**config.mk**
```make
export PLATFORM = sky130hd
export DESIGN_NAME = nes_pad_scanner
export DESIGN_NICKNAME = d
export VERILOG_FILES = /design/src/rtl/nes_pad_scanner.sv
export SDC_FILE = /design/constraint.sdc
export NUM_CORES = 1
export LEC_CHECK = 0
export CAP_MARGIN = 20
export CORE_MARGIN = 1
export CORE_UTILIZATION = 55
export CTS_BUF_LIST = sky130_fd_sc_hd__clkbuf_2
export DETAILED_ROUTE_END_ITERATION = 12
export PLACE_DENSITY_LB_ADDON = 0.1
export SETUP_SLACK_MARGIN = 0.3
export SLEW_MARGIN = 25
export SYNTH_ARGS = -nofsm -noshare
export SYNTH_HDL_FRONTEND = slang
export SYNTH_SLANG_ARGS = --single-unit
```
**constraint.sdc**
```tcl
create_clock -name clk -period 2.2 [get_ports clk]
set_input_delay 0.66 -clock clk [delete_from_list [all_inputs] [get_ports clk]]
set_output_delay 0.66 -clock clk [all_outputs]
set_load 0.01 [all_outputs]
```
**src/rtl/nes_pad_scanner.sv**
```systemverilog
`default_nettype none
// ============================================================================
// Module      : nes_pad_scanner
// Description : NES controller port engine for $4016/$4017. A free-running
//               scan FSM drives the pad latch/clock lines and captures both
//               button bytes; the CPU side provides the strobe register and
//               the per-port serial read shift registers.
//               Optional: define NES_PAD_DEBOUNCE_EN to commit a port's
//               snapshot only after two consecutive matching scans.
// Revision    : 1.0 - initial release
// ============================================================================
module nes_pad_scanner #(
    parameter int SCAN_DIV = 6,
    parameter int SCAN_GAP = 1024
) (
    input  logic       clk,
    input  logic       rst,
    input  logic       cs,
    input  logic       rw,
    input  logic       addr,
    input  logic [7:0] cpu_wdata,
    output logic [7:0] cpu_rdata,
    output logic       cpu_rdata_oe,
    output logic       pad_latch,
    output logic       pad_clk,
    input  logic [1:0] pad_data,
    output logic [7:0] btn_p1,
    output logic [7:0] btn_p2,
    output logic       scan_done
);

    localparam int c_CNT_MAX = (SCAN_GAP > 2 * SCAN_DIV) ? SCAN_GAP : 2 * SCAN_DIV;
    localparam int c_CNT_W   = $clog2(c_CNT_MAX + 1);

    localparam logic [c_CNT_W-1:0] c_GAP_LOAD   = c_CNT_W'(SCAN_GAP - 1);
    localparam logic [c_CNT_W-1:0] c_LATCH_LOAD = c_CNT_W'(2 * SCAN_DIV - 1);
    localparam logic [c_CNT_W-1:0] c_HALF_LOAD  = c_CNT_W'(SCAN_DIV - 1);

    typedef enum logic [2:0] {
        S_GAP    = 3'd0,
        S_LATCH  = 3'd1,
        S_CLK_HI = 3'd2,
        S_CLK_LO = 3'd3,
        S_COMMIT = 3'd4
    } scan_state_t;

    scan_state_t        r_state;
    scan_state_t        w_state_nxt;
    logic [c_CNT_W-1:0] r_cnt;
    logic [c_CNT_W-1:0] w_cnt_nxt;
    logic [2:0]         r_bit;
    logic [2:0]         w_bit_nxt;
    logic               w_sample;
    logic               w_cnt_zero;

    logic [7:0] r_cap_p1;
    logic [7:0] r_cap_p2;
    logic [7:0] r_btn_p1;
    logic [7:0] r_btn_p2;
    logic [7:0] w_commit_p1;
    logic [7:0] w_commit_p2;
    logic       r_pad_latch;
    logic       r_pad_clk;
    logic       r_scan_done;

    // ------------------------------------------------------------------
    // Scan FSM
    // ------------------------------------------------------------------
    assign w_cnt_zero = (r_cnt == '0);

    always_comb begin
        w_state_nxt = r_state;
        w_cnt_nxt   = r_cnt;
        w_bit_nxt   = r_bit;
        w_sample    = 1'b0;
        case (r_state)
            S_GAP: begin
                if (w_cnt_zero) begin
                    w_state_nxt = S_LATCH;
                    w_cnt_nxt   = c_LATCH_LOAD;
                    w_bit_nxt   = 3'd0;
                end else begin
                    w_cnt_nxt = r_cnt - 1'b1;
                end
            end
            S_LATCH: begin
                if (w_cnt_zero) begin
                    w_sample    = 1'b1;
                    w_state_nxt = S_CLK_HI;
                    w_cnt_nxt   = c_HALF_LOAD;
                    w_bit_nxt   = 3'd1;
                end else begin
                    w_cnt_nxt = r_cnt - 1'b1;
                end
            end
            S_CLK_HI: begin
                if (w_cnt_zero) begin
                    w_state_nxt = S_CLK_LO;
                    w_cnt_nxt   = c_HALF_LOAD;
                end else begin
                    w_cnt_nxt = r_cnt - 1'b1;
                end
            end
            S_CLK_LO: begin
                if (w_cnt_zero) begin
                    w_sample = 1'b1;
                    if (r_bit == 3'd7) begin
                        w_state_nxt = S_COMMIT;
                    end else begin
                        w_state_nxt = S_CLK_HI;
                        w_cnt_nxt   = c_HALF_LOAD;
                        w_bit_nxt   = r_bit + 3'd1;
                    end
                end else begin
                    w_cnt_nxt = r_cnt - 1'b1;
                end
            end
            S_COMMIT: begin
                w_state_nxt = S_GAP;
                w_cnt_nxt   = c_GAP_LOAD;
            end
            default: begin
                w_state_nxt = S_GAP;
                w_cnt_nxt   = '0;
            end
        endcase
    end

    // Pad lines and scan_done are registered from the next state so they
    // line up exactly with the state they describe and never glitch.
    always_ff @(posedge clk) begin
        if (rst) begin
            r_state     <= S_GAP;
            r_cnt       <= '0;
            r_bit       <= 3'd0;
            r_pad_latch <= 1'b0;
            r_pad_clk   <= 1'b0;
            r_scan_done <= 1'b0;
            r_cap_p1    <= 8'h00;
            r_cap_p2    <= 8'h00;
        end else begin
            r_state     <= w_state_nxt;
            r_cnt       <= w_cnt_nxt;
            r_bit       <= w_bit_nxt;
            r_pad_latch <= (w_state_nxt == S_LATCH);
            r_pad_clk   <= (w_state_nxt == S_CLK_HI);
            r_scan_done <= (w_state_nxt == S_COMMIT);
            if (w_sample) begin
                r_cap_p1[r_bit] <= ~pad_data[0];
                r_cap_p2[r_bit] <= ~pad_data[1];
            end
        end
    end

    // ------------------------------------------------------------------
    // Snapshot commit
    // ------------------------------------------------------------------
`ifdef NES_PAD_DEBOUNCE_EN
    logic [7:0] r_prev_p1;
    logic [7:0] r_prev_p2;

    assign w_commit_p1 = (r_cap_p1 == r_prev_p1) ? r_cap_p1 : r_btn_p1;
    assign w_commit_p2 = (r_cap_p2 == r_prev_p2) ? r_cap_p2 : r_btn_p2;

    always_ff @(posedge clk) begin
        if (rst) begin
            r_prev_p1 <= 8'h00;
            r_prev_p2 <= 8'h00;
        end else if (r_state == S_COMMIT) begin
            r_prev_p1 <= r_cap_p1;
            r_prev_p2 <= r_cap_p2;
        end
    end
`else
    assign w_commit_p1 = r_cap_p1;
    assign w_commit_p2 = r_cap_p2;
`endif

    always_ff @(posedge clk) begin
        if (rst) begin
            r_btn_p1 <= 8'h00;
            r_btn_p2 <= 8'h00;
        end else if (r_state == S_COMMIT) begin
            r_btn_p1 <= w_commit_p1;
            r_btn_p2 <= w_commit_p2;
        end
    end

    // ------------------------------------------------------------------
    // CPU strobe register and serial read shift registers
    // ------------------------------------------------------------------
    logic       r_cs_prev;
    logic       r_acc_rd;
    logic       r_acc_port;
    logic       r_strobe;
    logic [7:0] r_shift_p1;
    logic [7:0] r_shift_p2;
    logic       w_acc_start;
    logic       w_acc_end;
    logic [7:0] w_reload_p1;
    logic [7:0] w_reload_p2;
    logic       w_rd_bit;
    logic       w_unused_wdata;

    assign w_acc_start = r_cs_prev & ~cs;
    assign w_acc_end   = ~r_cs_prev & cs;

    // A reload in the commit cycle must see the snapshot being written.
    assign w_reload_p1 = (r_state == S_COMMIT) ? w_commit_p1 : r_btn_p1;
    assign w_reload_p2 = (r_state == S_COMMIT) ? w_commit_p2 : r_btn_p2;

    always_ff @(posedge clk) begin
        if (rst) begin
            r_cs_prev  <= 1'b1;
            r_acc_rd   <= 1'b0;
            r_acc_port <= 1'b0;
            r_strobe   <= 1'b0;
        end else begin
            r_cs_prev <= cs;
            if (w_acc_start) begin
                r_acc_rd   <= rw;
                r_acc_port <= addr;
                if (!rw && !addr) begin
                    r_strobe <= cpu_wdata[0];
                end
            end
        end
    end

    always_ff @(posedge clk) begin
        if (rst) begin
            r_shift_p1 <= 8'h00;
            r_shift_p2 <= 8'h00;
        end else if (r_strobe) begin
            r_shift_p1 <= w_reload_p1;
            r_shift_p2 <= w_reload_p2;
        end else if (w_acc_end && r_acc_rd) begin
            if (r_acc_port) begin
                r_shift_p2 <= {1'b1, r_shift_p2[7:1]};
            end else begin
                r_shift_p1 <= {1'b1, r_shift_p1[7:1]};
            end
        end
    end

    // The shift register lags the strobe by a cycle, so strobed reads
    // take button A straight from the snapshot.
    always_comb begin
        w_rd_bit = 1'b0;
        if (addr) begin
            w_rd_bit = r_strobe ? r_btn_p2[0] : r_shift_p2[0];
        end else begin
            w_rd_bit = r_strobe ? r_btn_p1[0] : r_shift_p1[0];
        end
    end

    assign w_unused_wdata = &{1'b0, cpu_wdata[7:1]};

    assign cpu_rdata    = {7'b0, w_rd_bit};
    assign cpu_rdata_oe = ~rst & ~cs & rw;
    assign pad_latch    = r_pad_latch;
    assign pad_clk      = r_pad_clk;
    assign btn_p1       = r_btn_p1;
    assign btn_p2       = r_btn_p2;
    assign scan_done    = r_scan_done;

endmodule
`default_nettype wire

```
=== After elaboration in Yosys (flattened, before gate mapping) ===
Index checks and enable logic that the tools add are counted.
W data, S select, Z words.

* Add/subtract/negate cells: 2
* Order comparisons: 2
* Eq/ne operators: 14
* Mux-type cells: 33
* Bitwise operators: 9
* Reductions and logical operators: 16

{| class="wikitable"
|+ Operators by type and width
! kind !! number
|-
| $mux W8 || 8
|-
| $mux W11 || 4
|-
| $pmux W11 S4 || 1
|-
| $mux W3 || 9
|-
| $bwmux W8 || 2
|-
| $pmux W3 S4 || 1
|-
| $logic_not A11 Y1 || 1
|-
| $sub A11 B1 Y11 const B || 1
|-
| $eq A3 B2 Y1 const B || 3
|-
| $eq A3 B3 Y1 const B || 3
|-
| $pmux W3 S3 || 1
|-
| $ne A2 B2 Y1 const B || 4
|-
| $eq A3 B1 Y1 const B || 2
|-
| $mux W1 || 6
|-
| $reduce_and A2 Y1 || 3
|-
| $not A1 Y1 || 5
|-
| $reduce_and A5 Y1 || 1
|-
| $and A1 B1 Y1 || 4
|-
| $lt A3 B4 Y1 const B || 1
|-
| $reduce_bool A2 Y1 || 2
|-
| $reduce_or A2 Y1 || 2
|-
| $add A3 B1 Y3 const B || 1
|-
| $demux W1 S3 || 1
|-
| $ge A3 B1 Y1 const B || 1
|-
| other kinds (6) || 9
|}

* Flip-flop bits (word level): 72
* Input port bits: 15
* Output and inout bits: 28
* Logic and storage cells: 92

=== Logic depth before layout (Yosys ltp) ===
Gate-level depths: netlist of the first run.

* Depth in word-level cells: 5
* Depth in mapped cells: 7
* Depth with buffers taken out: 6

=== Worst setup path after synthesis of the first run ===
Ideal clock, no wire load.

* Kind: input port to flip-flop
* From: in cs
* To: reg r_shift_p1[5]
* Library setup time: 0.114 ns
* Data arrival time: 1.911 ns
* Required time: 2.086 ns
* Setup slack: 0.175 ns
* Stages on the path: 5
* Path buffers: 1
* Cell sequence: nor4bb_1 clkbuf_1 mux2i_1 nor3_1 a21o_1

* Word-level cells in the longest chain between the ends: 4

{| class="wikitable"
|+ RTL lines
! item !! RTL line !! text
|-
| start: declaration || 18 || <nowiki>input logic cs,</nowiki>
|-
| $and A1 B1 Y1 || 206 || <nowiki>assign w_acc_end = ~r_cs_prev & cs;</nowiki>
|-
| $logic_and A1 B1 Y1 || 237 || <nowiki>end else if (w_acc_end && r_acc_rd) begin</nowiki>
|-
| $reduce_bool A2 Y1 (no line) || n/a ||
|-
| $reduce_and A2 Y1 (no line) || n/a ||
|-
| end signal: assignment || 235 || <nowiki>r_shift_p1 <= w_reload_p1;</nowiki>
|-
| end signal: assignment || 241 || <nowiki>r_shift_p1 <= {1'b1, r_shift_p1[7:1]};</nowiki>
|-
| end: declaration || 196 || <nowiki>logic [7:0] r_shift_p1;</nowiki>
|}

Every way passes these cells.
A chain may end at the register's enable or synchronous reset.

=== Final worst setup path of the first run ===
* From: reg r_strobe
* To: out cpu_rdata[0]

* Word-level cells in the longest chain between the ends: 2
* Elaborated cells on any way between the ends: 3
* Those cells by class: mux: 3

{| class="wikitable"
|+ RTL lines
! item !! RTL line !! text
|-
| start: declaration || 195 || <nowiki>logic r_strobe;</nowiki>
|-
| start signal: assignment || 224 || <nowiki>r_strobe <= cpu_wdata[0];</nowiki>
|-
| $mux W1 (on tied branches) || 253, 251 ||
|-
| $mux W1 (*) || 250 || <nowiki>if (addr) begin</nowiki>
|-
| end: declaration || 22 || <nowiki>output logic [7:0] cpu_rdata,</nowiki>
|}

Every way passes the cells marked *; elsewhere a longest branch is shown, timed or not.

==> metrics.txt, run 1 <==
initial antenna violation count=0; maxcap violations=0; Detailed Route Iter0 Violations=164; Die Area=just over 6000 µm²; area grow syn2layout=24.1%; top cells by count, synth=dfxtp_1, nor2_1, a21oi_1; total number of vias=2,541; Async S/R FF share, synth=0; Placed Area=3550 µm²; chip height=roughly 78 µm; core box area=about 5500 µm²; drt pass-1 iters=4; detailed-placement wirelength estimate=4260 µm; Crit Path Class=register to output port; Die Wd=78.1 µm; H-tree levels=3; Clk Latency, worst-skew pair=0.51 ns; CP Launch Type=register; clk slew on worst S/H paths=0.20 ns; fin crit period=2.17 ns; fin. max-slew vios=0; row count=27; pin count of the biggest net entering global routing=69; first-pass GRT wire length=10,800 µm; post-synthesis cell type count=50; Finished Cell Area=3950 µm²; Ys Warns=0; nets=393; Sw Ratio=0.327; critical-path cell list=mux4_2 > buf_6; Seq/Total Area, Yosys=0.452; setup TNS=0 ns; mux contribution to synthesized area=0.0978; final worst-path cycle share=0.988; ANT cells=0; Arrival @ worst endpoint=1.51 ns; P_sw=1.12 mW; vias in the first global route=2,162; Avg WL per Cell=15.4 µm; I/O pin count=43; share of layout cells above drive strength 1=0.317; Syn Inst Count=roughly 330; # setup viols final=0; Max VDD drop=0.511 mV; P_int=2.30 mW; via density per instance=between 5 and 6; Final Skew=0.0222 ns; most common cell in the netlist=dfxtp_1; DRC viols=0; Logic pwr share=0.305; Post-synth EDFFs=0; Compound-Gate Fraction of Synth Area=0.179; Final ANT Viol Nets=0; XOR/XNOR Fraction of Synth Area=0.0165; part of the power in registers=0.446; crit-path leading delay family=multiplexers; hold_buf cts=0; adder-cell area share of the yosys netlist=0.0157; Max-slew headroom=0.410; Buf+Inv Stages, Crit Path=1; Longest Clk Path Bufs=2; Routability Congestion=0.766; CTS tree=done; Clock power frac=0.249; met2 Use GR=0.319; hold slack final=0.415 ns; Post-Syn Area per Cell=9.62 µm²; Synth Flop Type=dfxtp_1; CP required=1.54 ns; Tightest Hold Check Type=primary input to register; clk sinks=72; routing usage on met1=0.341; top cells by area, synth=dfxtp_1, mux2i_1, a211oi_1, a311oi_1, nor2_1; Total GRT Usage=0.231; fill cell count=roughly 450; largest fanout on the critical path=2; Critical Path End Type=output port; Final Hold Viols=0; M3 GR Usage=0.0547; Starting Density=0.575; area leader, netlist=dfxtp_1; Critical-path top delay cell=mux4_2; RSZ-0062 raised after global routing=yes; port bufs=28; Max Freq=approximately 460 MHz; Root Buffer=clkbuf_2; outcome=finished clean; P per Cell Area=865 nW/µm²; simple-gate share of the synthesized area=0.174; LEAKAGE=about 1.7 nW; Synth top area share=0.452; global route total overflow=0; largest family of logic cells by synthesized area=compound AO/OA/AOI/OAI gates; Detailed Route WL=between 6000 and 7000 µm; Worst Tran Pin Value=a little under 0.9 ns; Num CTS Buffers=9; gr busiest metal=met1; slowest stage delay, CP=0.50 ns; synthesis-stage register bit count=72; Synth Cell Area=3190 µm²
==> flip-flops by register name, summed over array words and instances, names as in the netlist, 3 cells and up <==
register / cells
r_state: 3
r_bit: 3
r_shift_p2: 8
r_shift_p1: 8
r_cnt: 11
btn_p2: 8
btn_p1: 8
r_cap_p1: 8
r_cap_p2: 8
==> worst register-to-register path, delay by kind of cell, from the launching register on <==
kind	cells	cell delay, ns
AND/OR/NAND/NOR	2	0.71
flip-flops	1	0.41
AO/OA/AOI/OAI	2	0.35
buffers and inverters	2	0.28
adder cells (fa/ha/maj)	1	0.11
==> path summary, 6_finish.rpt <==
kind / slack (ns) / startpoint / endpoint / cells past startpoint
worst max-delay path: 0.03 / r_strobe / cpu_rdata[0] / 2
worst min-delay path: 0.41 / cs / r_cs_prev / 2
worst max register to register: 0.27 / r_cnt[0] / r_cap_p1[5] / 7
worst min register to register: 0.52 / r_cap_p1[4] / r_cap_p1[4] / 2
==> metal layers <==
layer,vias up,wire length (µm),part of all wire
li1,1286,-,-
met4,0,107,0.015
met3,11,197,0.028
met1,1205,3530,0.51
met2,39,3100,0.45
met5,-,0,0
==> per-stage QoR <==
step	util	setup slack, ns	power [mW]	std cells
after CTS	0.671	0.00356	3.21	439
final	0.714	0.0264	3.42	451
after detailed placement	0.640	-0.483	2.36	419
after global routing	0.714	-0.0351	3.60	451
after global placement	0.640	-0.462	2.33	419
after floorplan	-	0.296	2.16	337
==> layout make-up <==
type                            count  area, µm²  share of cell area
Clock inverter                      6       83.8              0.0212
Multi-Input combinational cell    226       1730               0.437
Inverter                            4       17.5             0.00443
Clock buffer                       10       50.0              0.0127
Timing Repair Buffer               61        514               0.130
Tap cell                           72       90.1              0.0228
Sequential cell                    72       1470               0.372
==> kinds of logic after synthesis <==
kind of cell	after synthesis
muxes	29
buffers and inverters	39
AOI/OAI and AO/OA	84
other	1
and+or+nand+nor	96
adders and majority gates	4
xor gates and xnor gates	6
DFF	72
==> cells in the final DEF, fill, tap and decap left out, drive strengths merged, types with 3 or more instances in the layout <==
master and n:
nand2b 4, a21o 3, o21ai 9, a311oi 16
nand2 7, nor2b 10, clkbuf 10, a21oi 24
clkinv 3, dlygate4sd2 19, a211oi 23, or3 3
ha 4, dfxtp 72, mux2i 21, inv 4
xor2 4, mux2 7, buf 36, or2 5
nor3 6, nor2 35, nor4 4, clkdlybuf4s50 4
nand3 6, conb 7
==> power by group through the flow <==
stage               clock network, mW  registers [mW]  logic [mW]
CTS                             0.861            1.52       0.828
finish                          0.851            1.53        1.04
floorplan                           0            1.51       0.652
global route                    0.921            1.54        1.14
detailed placement                  0            1.55       0.817
global placement                    0            1.54       0.791
==> timing repair <==
| item | 4_1_cts | 5_1_grt |
|---|---|---|
| cloned | 1 | 1 |
| setup buffers | 3 | 11 |
| pin swaps | 2 | 25 |
| gates resized for setup | 48 | 39 |
| setup endpoints to repair | 38 | 27 |
Power figures use the tool's default switching activity.
==> inputs of run 2 (changes only) <==
- CAP_MARGIN: 20 -> not set
- CELL_PAD_IN_SITES_DETAIL_PLACEMENT: not set -> 0
- CELL_PAD_IN_SITES_GLOBAL_PLACEMENT: not set -> 1
- CORE_UTILIZATION: 55 -> 44
==> metrics.txt, run 2 (synthesized netlist as in run 1, its figures left out) <==
Longest Clk Path Bufs=2; Avg WL per Cell=around 15 µm; CP required=around 1.5 ns; clk slew on worst S/H paths=about 0.21 ns; Arrival @ worst endpoint=1.51 ns; Num CTS Buffers=9; Final Skew=0.0296 ns; pin count of the biggest net entering global routing=between 60 and 70; Placed Area=3580 µm²; Detailed Route Iter0 Violations=around 120; Tightest Hold Check Type=primary input to register; clk sinks=72; I/O pin count=43; Final ANT Viol Nets=0; Final Hold Viols=0; fin crit period=2.17 ns; largest fanout on the critical path=2; P per Cell Area=873 nW/µm²; # setup viols final=0; nets=396; via density per instance=about 5.3; slowest stage delay, CP=about 0.50 ns; first-pass GRT wire length=11,200 µm; largest reg by FF count=r_cnt; Die Wd=87.1 µm; DRC viols=0; H-tree levels=3; max reg flops=11; Max VDD drop=between 0.3 and 0.4 mV; Starting Density=0.461; global route total overflow=0; vias in the first global route=2,260; final worst-path cycle share=0.986; Total GRT Usage=0.193; fill cell count=651; most common cell after layout, fill and taps aside=dfxtp_1; Worst Tran Pin Value=0.823 ns; drt pass-1 iters=4; CP Launch Type=register; port bufs=28; Max-slew headroom=0.450; Root Buffer=clkbuf_2; area grow syn2layout=26.0%; Die Area=7580 µm²; hold_buf cts=0; maxcap violations=0; RSZ-0062 raised after global routing=yes; Routability Congestion=between 0.8 and 0.9; Max Freq=461 MHz; initial antenna violation count=0; Crit Path Class=register to output port; Critical-path top delay cell=mux4_2; Buf+Inv Stages, Crit Path=1; Clk Latency, worst-skew pair=0.49 ns; Finished Cell Area=about 4000 µm²; total number of vias=2,536; critical-path cell list=mux4_2 > buf_6; crit-path leading delay family=multiplexers; CTS tree=done; most frequent cells in the layout=dfxtp_1, nor2_1, buf_4, a211oi_1, mux2i_1; share of layout cells above drive strength 1=0.317; setup TNS=0 ns; fin. max-slew vios=0; ANT cells=0; Pwr Total=~3.5 mW; outcome=finished clean; detailed-placement wirelength estimate=4310 µm; Critical Path End Type=output port; core box area=around 7000 µm²; Detailed Route WL=7000 µm; chip height=87.1 µm; LEAKAGE=1.71 nW; row count=30
## run 2: cell count changes in the layout (fill, tap and decap cells not counted), sizes merged
cell	previous run	this run
clkinvlp	1	0
dlymetal6s2s	2	0
nand3	6	7
clkbuf	10	11
buf	36	39
bufinv	2	3
## run 2: worst paths after layout
check | startpoint | to | slack [ns] | cells after the start
setup / recovery | r_strobe | cpu_rdata[0] | 0.03 | 2
hold reg to reg | r_cap_p2[2] | r_cap_p2[2] | 0.52 | 2
setup reg to reg | r_cnt[0] | r_cap_p1[2] | 0.20 | 8
hold / removal | cs | r_cs_prev | 0.39 | 2
## run 2: area by class of cell
type,instances,area (µm²),share of cell area
Sequential cell,72,1470,0.366
Inverter,4,17.5,0.00437
Timing Repair Buffer,63,533,0.133
Tap cell,96,120,0.0299
Clock buffer,10,50.0,0.0125
Clock inverter,6,108,0.0268
Multi-Input combinational cell,227,1720,0.428
## run 2: layer usage
metal	up-vias	GRT usage	wire length, µm
li1	1291	-	-
met1	1207	0.282	3790
met2	32	0.278	2970
met3	6	0.0427	185
met4	0	0.0667	57
met5	-	0	0
## run 2: worst register-to-register path: stages, from the launching register on
cell      delay, ns
dfxtp_4        0.40
inv_4          0.06
ha_4           0.12
or4b_4         0.51
nor4_4         0.34
buf_4          0.17
buf_6          0.12
buf_6          0.10
a311oi_2       0.08
## run 2: repair_timing
item / CTS / global route
buffers inserted: 5 / 11
pin swaps: 5 / 22
cloned: 1 / 2
resized for setup: 56 / 36
endpoints found under the setup margin: 41 / 26
## run 2: metrics by stage
stage / std cells / util / worst slack, ns / hold WS, ns
finish: 478 / 0.581 / 0.0301 / 0.392
global route: 478 / 0.581 / -0.0730 / 0.330
CTS: 465 / 0.549 / -0.00906 / 0.357
detailed placement: 443 / 0.518 / -0.484 / 0.482
global placement: 443 / 0.518 / -0.465 / 0.477
floorplan: 337 / - / 0.296 / 0.441
## run 2: report_power, final
| part | internal, mW | switching [mW] | leakage, nW | total, mW |
|---|---|---|---|---|
| Sequential | 1.41 | 0.118 | 0.592 | 1.53 |
| Clock | 0.492 | 0.467 | 0.0935 | 0.959 |
| Combinational | 0.484 | 0.529 | 1.02 | 1.01 |
| Total | 2.39 | 1.11 | 1.71 | 3.50 |
==> inputs of run 3 (changes only) <==
- REMOVE_ABC_BUFFERS: not set -> 1
==> metrics.txt, run 3 (synthesized netlist as in run 1, its figures left out) <==
Placed Area=3580 µm²; Die Area=7580 µm²; LEAKAGE=1.68 nW; FF-to-FF path depth=6; final worst-path cycle share=0.971; outcome=finished clean; R2R Path End=r_cap_p1[5]; Max Freq=between 400 and 500 MHz; Max VDD drop=~0.58 mV; hold_buf cts=0; Avg WL per Cell=13.8 µm; pin count of the biggest net entering global routing=69; largest fanout on the critical path=2; Arrival @ worst endpoint=around 1.5 ns; max reg flops=11; critical-path cell list=mux4_2 > buf_6; Critical Path End=cpu_rdata[0]; total number of vias=2,527; Num CTS Buffers=9; first-pass GRT wire length=between 10,000 and 15,000 µm; Critical-path top delay cell=mux4_2; first element of the critical path=r_strobe; area of the multi-input gates=1710 µm²; via density per instance=5.32; area grow syn2layout=24.1%; slowest stage delay, CP=around 0.5 ns; Longest Clk Path Bufs=2; maxcap violations=0; I/O pin count=43; Worst Tran Pin Value=0.778 ns; Die Wd=87.1 µm; CP Launch Type=register; CP required=1.54 ns; share of layout cells above drive strength 1=0.306; chip height=87.1 µm; # setup viols final=0; drt pass-1 iters=4; clk sinks=72; nets=between 300 and 400; Total GRT Usage=0.191; Final ANT Viol Nets=0; Max-slew headroom=0.481; largest reg by FF count=r_cnt; vias in the first global route=2,337; Detailed Route Iter0 Violations=83; flip-flop and latch area=about 1500 µm²; Clk Latency, worst-skew pair=0.49 ns; fin crit period=around 2.1 ns; core box area=approximately 6900 µm²; H-tree levels=3; Final Hold Viols=0; most frequent cells in the layout=dfxtp_1, nor2_1, buf_4, a211oi_1, mux2i_1; R2R Setup Slk=0.19 ns; Starting Density=0.461; reg2reg start=r_cnt[7]; global route total overflow=0; DRC viols=0; detailed-placement wirelength estimate=4240 µm; clk slew on worst S/H paths=0.19 ns; fill cell count=635; Root Buffer=clkbuf_2; setup TNS=0 ns; P per Cell Area=roughly 790 nW/µm²; Tightest Hold Check Type=primary input to register; fin. max-slew vios=0; Finished Cell Area=3950 µm²; most common cell after layout, fill and taps aside=dfxtp_1; initial antenna violation count=0; ANT cells=0; row count=30; Crit Path Class=register to output port; port bufs=28; CTS tree=done; Final Skew=0.0164 ns; RSZ-0062 raised after global routing=yes; Critical Path End Type=output port; Routability Congestion=0.743; Detailed Route WL=6540 µm
[run 3: area by class of cell]
| class | instances | area share |
|---|---|---|
| clock buffers | 10 | 0.0127 |
| clock inverters | 5 | 0.00633 |
| inverters | 4 | 0.00380 |
| multi-input cells | 226 | 0.432 |
| flip-flops and latches | 72 | 0.372 |
| well taps | 96 | 0.0304 |
| repair buffers | 62 | 0.143 |
[run 3: repair_timing]
action | 4_1_cts | 5_1_grt
endpoints found under the setup margin | 44 | 34
cloned | 1 | 0
buffers inserted | 11 | 3
pin swaps | 18 | 13
gates resized for setup | 70 | 22
[run 3: report_power, final]
part           internal (mW)  switching (mW)  total, mW
registers               1.41          0.0983       1.51
clock network          0.136           0.440      0.577
logic                  0.537           0.508       1.05
total                   2.09            1.05       3.13
[run 3: critical path: cells and delay by family, from the launching register on]
family                 cells  cell delay (ns)
muxes                      1             0.50
buffers and inverters      1             0.14
DFF                        1             0.37
[run 3: through the flow]
step                      hold WS, ns  instances  worst slack (ns)  utilization  power (mW)
after global routing            0.328        475           -0.0448        0.572        3.35
after global placement          0.504        445            -0.454        0.518        2.31
after CTS                       0.403        472           0.00458        0.558        3.09
after detailed placement        0.509        445            -0.458        0.518        2.32
final                           0.376        475            0.0648        0.572        3.13
after floorplan                 0.472        302            -0.255            -        2.08
[run 3: layer usage]
| layer | share of wire | global-route usage | vias to the layer above | wire length, µm |
|---|---|---|---|---|
| met1 | 0.47 | 0.244 | 1206 | 3100 |
| met5 | 0 | 0 | - | 0 |
| met3 | 0.022 | 0.0351 | 13 | 143 |
| li1 | - | - | 1280 | - |
| met4 | 0.022 | 0.0955 | 0 | 141 |
| met2 | 0.48 | 0.309 | 28 | 3160 |
[run 3: worst min path at each step]
| stage | startpoint | end | slack [ns] | depth (start not counted) |
|---|---|---|---|---|
| 2_1_floorplan | r_cnt[0] | r_cnt[0] | 0.47 | 1 |
| 3_3_place_gp | r_cap_p2[0] | btn_p2[0] | 0.50 | 2 |
| 3_5_place_dp | btn_p2[4] | btn_p2[4] | 0.51 | 2 |
| 4_1_cts | rst | r_cs_prev | 0.40 | 2 |
| 5_1_grt | rst | r_cs_prev | 0.33 | 2 |
| 6_report | cs | r_cs_prev | 0.38 | 2 |
